[src/rtl/snn_pkg.sv]
// Shared SNN definitions: default field widths, the spike event layout and
// the head-register state of the event FIFO.
package snn_pkg;

    localparam int DEF_TS_WIDTH  = 16;
    localparam int DEF_NEURON_NO = 2**8;
    localparam int DEF_ADDR_W    = $clog2(DEF_NEURON_NO);
    localparam int DEF_EV_W      = DEF_TS_WIDTH + DEF_ADDR_W;

    typedef struct packed {
        logic [DEF_TS_WIDTH-1:0] ts;
        logic [DEF_ADDR_W-1:0]   addr;
    } spike_event_t;

    typedef enum logic {
        EMPTY     = 1'b0,
        HAVE_HEAD = 1'b1
    } head_state_t;

endpackage

[src/rtl/sync_fifo_ram.sv]
// DEPTH x WIDTH event storage: one write port and a registered read port.
// A read of the word being written in the same cycle returns the new data.
module sync_fifo_ram #(
    parameter int DEPTH = 64,
    parameter int WIDTH = 24
) (
    input  logic                     clk,
    input  logic                     reset,
    input  logic                     we,
    input  logic [$clog2(DEPTH)-1:0] waddr,
    input  logic [WIDTH-1:0]         wdata,
    input  logic                     re,
    input  logic [$clog2(DEPTH)-1:0] raddr,
    output logic [WIDTH-1:0]         rdata
);

    logic [WIDTH-1:0] mem [DEPTH];

    // NOTE: storage is deliberately left out of reset; only the pointers decide what is valid.
    always_ff @(posedge clk) begin
        if (we) begin
            mem[waddr] <= wdata;
        end
    end

    always_ff @(posedge clk or negedge reset) begin
        if (!reset) begin
            rdata <= '0;
        end else if (re) begin
            rdata <= (we && (waddr == raddr)) ? wdata : mem[raddr];
        end
    end

endmodule

[src/rtl/spike_event_fifo.sv]
// Spike event FIFO with registered first-word-fall-through output, level, full
// and sticky overflow. Define SPK_FIFO_DROP_CNT_EN to add the drop_cnt output.
module spike_event_fifo
    import snn_pkg::*;
#(
    parameter int NEURON_NO = DEF_NEURON_NO,
    parameter int TS_WIDTH  = DEF_TS_WIDTH,
    parameter int DEPTH     = 64
) (
    input  logic                                   clk,
    input  logic                                   reset,
    input  logic                                   sys_en,
    input  logic                                   flush,
    input  logic                                   in_valid,
    input  logic [TS_WIDTH+$clog2(NEURON_NO)-1:0]  in_data,
    output logic                                   out_valid,
    input  logic                                   out_ready,
    output logic [TS_WIDTH+$clog2(NEURON_NO)-1:0]  out_data,
    output logic [$clog2(DEPTH):0]                 level,
    output logic                                   full,
    output logic                                   ovf,
`ifdef SPK_FIFO_DROP_CNT_EN
    output logic [15:0]                            drop_cnt,
`endif
    input  logic                                   ovf_clr
);

    localparam int EV_W = TS_WIDTH + $clog2(NEURON_NO);
    localparam int AW   = $clog2(DEPTH);
    localparam int PW   = AW + 1;

    logic [PW-1:0] wr_ptr, rd_ptr, wr_ptr_nxt, rd_ptr_nxt;
    head_state_t   head_q, head_nxt;
    logic          push_req, push, pop, overflow;

    // Pointers carry a wrap bit, so their difference is the occupancy 0..DEPTH.
    assign level     = wr_ptr - rd_ptr;
    assign full      = level[AW];
    assign out_valid = (head_q == HAVE_HEAD);

    assign push_req  = in_valid & sys_en & ~flush;
    assign pop       = out_valid & out_ready;
    assign overflow  = push_req & full & ~pop;
    assign push      = push_req & ~overflow;

    // NOTE: every always_comb output gets a default first so no path can infer a latch.
    always_comb begin
        wr_ptr_nxt = wr_ptr;
        rd_ptr_nxt = rd_ptr;
        head_nxt   = head_q;
        if (flush) begin
            wr_ptr_nxt = '0;
            rd_ptr_nxt = '0;
            head_nxt   = EMPTY;
        end else begin
            if (push) wr_ptr_nxt = wr_ptr + PW'(1);
            if (pop)  rd_ptr_nxt = rd_ptr + PW'(1);
            case (head_q)
                EMPTY:     if (push) head_nxt = HAVE_HEAD;
                HAVE_HEAD: if (pop && !push && level == PW'(1)) head_nxt = EMPTY;
                default:   head_nxt = EMPTY;
            endcase
        end
    end

    // NOTE: sequential state is updated with non-blocking assignments only.
    always_ff @(posedge clk or negedge reset) begin
        if (!reset) begin
            wr_ptr <= '0;
            rd_ptr <= '0;
            head_q <= EMPTY;
        end else begin
            wr_ptr <= wr_ptr_nxt;
            rd_ptr <= rd_ptr_nxt;
            head_q <= head_nxt;
        end
    end

    // The RAM read register is the output register: it loads the next head
    // whenever the head can change, with bypass for a push into the head slot.
    sync_fifo_ram #(
        .DEPTH (DEPTH),
        .WIDTH (EV_W)
    ) u_ram (
        .clk   (clk),
        .reset (reset),
        .we    (push),
        .waddr (wr_ptr[AW-1:0]),
        .wdata (in_data),
        .re    (push | pop),
        .raddr (rd_ptr_nxt[AW-1:0]),
        .rdata (out_data)
    );

    // Set wins over clear so a coincident new overflow is never lost.
    always_ff @(posedge clk or negedge reset) begin
        if (!reset) begin
            ovf <= 1'b0;
        end else if (overflow) begin
            ovf <= 1'b1;
        end else if (ovf_clr) begin
            ovf <= 1'b0;
        end
    end

`ifdef SPK_FIFO_DROP_CNT_EN
    always_ff @(posedge clk or negedge reset) begin
        if (!reset) begin
            drop_cnt <= '0;
        end else if (ovf_clr) begin
            drop_cnt <= overflow ? 16'd1 : 16'd0;
        end else if (overflow && drop_cnt != 16'hFFFF) begin
            drop_cnt <= drop_cnt + 16'd1;
        end
    end
`endif

endmodule

[config.mk]
export PLATFORM = sky130hd
export DESIGN_NAME = spike_event_fifo
export DESIGN_NICKNAME = d
export VERILOG_FILES = /design/src/rtl/snn_pkg.sv /design/src/rtl/sync_fifo_ram.sv /design/src/rtl/spike_event_fifo.sv
export SDC_FILE = /design/constraint.sdc
export NUM_CORES = 2
export LEC_CHECK = 0
export CAP_MARGIN = 5
export CORE_MARGIN = 2
export CORE_UTILIZATION = 62
export DETAILED_ROUTE_END_ITERATION = 10
export PLACE_DENSITY = 0.77
export SYNTH_ARGS = -nofsm -noshare
export SYNTH_HDL_FRONTEND = slang
export SYNTH_SLANG_ARGS = --single-unit
[constraint.sdc]
create_clock -name clk -period 5 [get_ports clk]
set_clock_uncertainty 0.1 [all_clocks]
set_input_delay 1 -clock clk [delete_from_list [all_inputs] [get_ports clk]]
set_output_delay 1 -clock clk [all_outputs]
set_load 0.005 [all_outputs]
* Word level (Yosys, flattened, before mapping)
Memories as Yosys holds them, arrays and structs flattened. A register that Yosys moved wholly into a read port is not among the register bits.
Cells that the tools add are included.
** Storage, ports and cells
- Register bits :: 16
- Bits in writable memories :: 1536
- Output and inout port bits :: 34
- Memories :: 1
** Operators by class
- Add/subtract/negate cells :: 3
- Equality and inequality tests :: 1
- Muxes and demuxes :: 11
- Bitwise gates (word level) :: 11
- Reduce and logical (&&, ||, !) cells :: 7
** Memory list
- u_ram.mem :: words 64, width 24, read ports 1, clocked after Yosys merged registers in 1, write ports 1, line sync_fifo_ram.sv:17 : logic [WIDTH-1:0] mem [DEPTH];
** Operators with widths (number)
- $mux W7 :: 4
- $add A7 B1 Y7 const B :: 2
- $eq A7 B1 Y1 const B :: 1
- $sub A7 B7 Y7 :: 1
- $and A1 B1 Y1 :: 6
- $mux W1 :: 6
- $reduce_bool A2 Y1 :: 3
- $not A1 Y1 :: 4
- $logic_and A1 B1 Y1 :: 2
- $logic_not A1 Y1 :: 2
- $pmux W1 S2 :: 1
- $or A1 B1 Y1 :: 1

* Logic depth before layout (Yosys ltp)
- Word-level depth :: 12
- Depth in mapped cells :: 16
- Mapped depth without buffers :: 13

* By module
Synthesis repeated with hierarchy kept, for this count alone.
** Second synthesis, totals
- Cells, all modules :: 3244
- Area, all modules :: 61828.0 µm²
** Modules (own cells, without submodules)
- sync_fifo_ram :: times used 1, cells an instance 3122, area each 60743.3 µm²
- spike_event_fifo :: times used 1, cells an instance 122, area each 1084.8 µm²

* Worst setup path after synthesis
Ideal clock, no wire load.
- Path kind :: register to register
- Start point :: register wr_ptr[0]
- End point :: memory u_ram.mem[57][0], enable pin
- Library setup time :: 0.405 ns
- Arrival time :: 3.937 ns
- Required time :: 4.495 ns
- Path slack :: 0.558 ns
- Stages on the path, launching flop included :: 15
- Path buffers :: 2
- Period minus slack after synthesis :: 4.442 ns
- Path through :: dfrtp_1 buf_2 inv_1 ha_1 inv_1 fa_1 a211o_1 a21o_1 a311oi_1 inv_2 nand2_1 nand2_1 or4_1 clkbuf_1 nor2_1
** On the way
- Longest elaborated chain between the ends :: 7
** Ends and longest elaborated chain
- start, declared :: line spike_event_fifo.sv:32 : logic [PW-1:0] wr_ptr, rd_ptr, wr_ptr_nxt, rd_ptr_nxt;
- start signal, assigned :: line spike_event_fifo.sv:73 : wr_ptr <= wr_ptr_nxt;
- $sub A7 B7 Y7 :: line spike_event_fifo.sv:37 : assign level = wr_ptr - rd_ptr;
- via full :: line spike_event_fifo.sv:20 : output logic full,
- $and A1 B1 Y1 (2 in a row) :: line spike_event_fifo.sv:43 : assign overflow = push_req & full & ~pop;
- $not A1 Y1 :: line spike_event_fifo.sv:44 : assign push = push_req & ~overflow;
- $and A1 B1 Y1 :: line spike_event_fifo.sv:44
- $mux W1 :: line sync_fifo_ram.sv:21 : if (we) begin
- $mux W1 (not written as such) :: line sync_fifo_ram.sv:22 : mem[waddr] <= wdata;
- end, declared :: line sync_fifo_ram.sv:17
The timed path passes the listed nets, and every way through them passes these cells.

* Final worst setup path
- Start point :: register wr_ptr[0]
- End point :: output level[6]
** On the way
- Longest elaborated chain between the ends :: 1
** Ends and longest elaborated chain
- $sub A7 B7 Y7 :: line spike_event_fifo.sv:37
- end, declared :: line spike_event_fifo.sv:19 : output logic [$clog2(DEPTH):0] level,
Every way passes these cells.

==> flow_summary.yaml <==
detailed_routing:
  routed_wl_um: 161000
  avgRoutedWirePerCell_um: 30.6
  drt_iter0_markers: 6024
  vias_per_cell: 6.75
  drtPass1Iterations: 8
  ant_nets: 0
  vias: 35500
  drcViolationCount: 0
sta:
  timing.final.crit_share_pct: 96.2
  max_slew_margin_pct: 37.0
  worst_slew_pin_slew_ps: 945
  fmax_mhz: 208
  rsz0062_at_grt: "false"
  worst_slack_ps: 191
  finalSetupViolations: 0
  hold_slack_ps: 281
  drv_slew: 0
  hold_violations: 0
  fin_crit_ps: 4810
  timing.setup.tns_ps: 0
place:
  routabilityCongestion: 0.952
  place_ws_ps: 323
  port_buffers: 64
  hpwlAfterDp_um: 92600
  place_inst: 4985
global_route:
  grt_max_degree: 140
  grt_pass1_wl_um: 233000
  grt_pass1_vias: 34200
  gr-usage-all-layers_pct: 31.9
  grt_antenna_before_repair: 7
  grt_remaining_overflow: 0
worst_setup_path:
  worstPathCellList: "inv_1 > ha_1 > inv_1 > fa_1 > a211o_1 > a2111oi_1 > a311oi_2 > inv_2 > clkdlybuf4s50_1"
  path_max_fanout: 8
  critical_path_required_ps: 3900
  end_kind: "output pin"
  max_stage_delay_ps: 640
  crit_path_frequent_cell: "inv_1"
  arrival_ps: 3710
  start_kind: "flop"
  critPathSlowestCell: "clkdlybuf4s50_1"
  critPathKind: "reg2out"
floorplanning:
  rows: 115
  fp.dieW_um: 319
  dieArea_mm2: 0.102
  die_h_um: 319
  ios: 65
  core_area_mm2: 0.0983
  start_util_pct: 62.5
job:
  maxCapViolations: 0
synthesis:
  synth_nets: 3707
  yosysTopAreaCellShare_pct: 75.1
  yosysSeqAreaShare_pct: 76.8
  synthArstFlopShare_pct: 2.54
  syn_avg_cell_area_um2: 16.7
  mappedNetlistArea_mm2: 0.0614
  synthTopCellsByArea: "edfxtp_1 75%, mux4_2 6.9%, nand2_1 4.8%"
  synthFlopType: "edfxtp_1"
  synth_area_leader_cell: "edfxtp_1"
  synth_seq_cells: 1576
  yosysWarnings: 0
  syn_inst: 3667
  synth_edf_count: 1536
  ys_types: 66
power_and_ir_drop:
  leakagePower_nw: 22.1
  power_density_mw_per_mm2: 384
  vdd_drop_max_uv: 386
run_status:
  status: "completed"
layout:
  utilization_pct: 70.2
  finish.net_count: 3892
  areaGrowthSynthToFinish_pct: 12.4
  drive_gt1_share_pct: 17.5
  fin_cells: 5251
clocking:
  numClockSinks: 1576
  insertion_delay_ps: 770
  clock_path_buffers: 3
  cts_tree: "built"
  cts_made_buffers: 152
  path_clk_slew_ps: 60
  post_cts_buffers: 0
  root_buffer: "clkbuf_16"
  htreeDepth: 4
min_path:
  hp-class: "in2async"
## final timing paths
path / from / endpoint / slack [ps] / cells past startpoint
worst min register to register: rd_ptr[6] / rd_ptr[6] / 480 / 2
worst max register to register: wr_ptr[0] / u_ram.mem[40][11] / 510 / 13
worst min-delay path: reset / out_valid / 280 / 2
worst max-delay path: wr_ptr[0] / level[6] / 190 / 9
min in group clk: rd_ptr[6] / rd_ptr[6] / 480 / 2
max in group asynchronous: reset / ovf / 4050 / 2
## per-layer routing
metal / wire [µm] / GRT usage [%]
met1: 58600 / 45.1
met2: 74900 / 48.2
met3: 20100 / 7.73
met4: 7190 / 13.5
met5: 41 / 0
## cell families after synthesis
group	Yosys count	share of synthesized area [%]
DFF	1576	76.8
and+or+nand+nor	1235	8.51
AOI/OAI and AO/OA	297	3.59
muxes	296	8.72
buffers and inverters	235	1.93
xor gates and xnor gates	19	0.271
adders and majority gates	9	0.196
## critical path: cells and delay by family, from the launching register on
kind                       cells  cell delay, ps
DFF                            1             470
AOI/OAI and AO/OA              3             870
buffers and inverters          4            1020
adders and majority gates      2             580
## flip-flops by register name, indices dropped and copies added (netlist names)
signal	flops
out_valid	1
ovf	1
rd_ptr	7
u_ram.mem	1536
u_ram.rdata	24
wr_ptr	7
## layout make-up
| cell class | instances | area (µm²) |
|---|---|---|
| inverter | 18 | 96.3 |
| timing repair buffer | 248 | 2160 |
| clock buffer | 196 | 4070 |
| sequential | 1576 | 47100 |
| tap | 1287 | 1610 |
| multi-input combinational | 1856 | 13300 |
| fill | 5851 | 29300 |
| antenna | 1 | 2.50 |
| clock inverter | 69 | 633 |
## per-stage QoR
stage | area [µm²] | total power (W)
final | 69000 | 0.0265
after global routing | 69000 | 0.0271
after CTS | 69000 | 0.0266
after detailed placement | 64300 | 0.0158
after global placement | 64300 | 0.0158
after floorplan | 61400 | 0.0152
## power by group
group,total (W),switching [W],internal (W)
combinational,0.000846,0.000548,0.000298
clock,0.0110,0.00476,0.00621
sequential,0.0147,0.000155,0.0146
total,0.0265,0.00547,0.0211
## placed cells by master, fill, tap and decap left out, types with 8 or more instances in the layout
master	Yosys	routed
buf_2	83	25
dfrtp_1	40	40
edfxtp_1	1536	1536
inv_1	12	11
o21ai_1	26	26
bufinv_16	0	9
a22oi_1	24	24
buf_12	0	21
mux2i_1	103	103
nand4_1	51	51
xnor2_1	11	11
clkbuf_16	0	156
nor2_1	108	41
xor2_1	8	8
nor2_2	1	64
nand3_1	245	245
clkinv_1	0	28
nand2_1	782	782
clkbuf_1	88	38
clkdlybuf4s50_1	0	38
and3_1	9	9
a31oi_1	95	95
a32oi_1	116	116
clkinv_2	0	19
mux4_2	189	189
clkinv_8	0	8
buf_4	7	163
ha_1	8	8
## synth_stat cells, types with 3 or more instances
cell type,n
nor3_1,9
nand3b_1,3
nand2_1,782
and3_1,9
xor2_1,8
nand4_1,51
nor2b_1,3
a32oi_1,116
nand2b_1,3
a22oi_1,24
o21ai_1,26
dfrtp_1,40
inv_2,4
edfxtp_1,1536
o21ai_0,5
mux2i_1,103
buf_1,17
mux4_2,189
nor2_1,108
ha_1,8
nor4_1,3
xnor2_1,11
buf_4,7
buf_2,83
clkbuf_1,88
a21o_1,6
a21oi_1,4
nand3_1,245
a31oi_1,95
or3_1,4
buf_6,22
inv_1,12
or4_1,3
## timing repair
action                     in CTS  in global routing
hold buffers                    0                  0
setup endpoints to repair       0                  2
gates resized for setup         0                  3
Note: power is estimated with default switching activity, not from simulation.
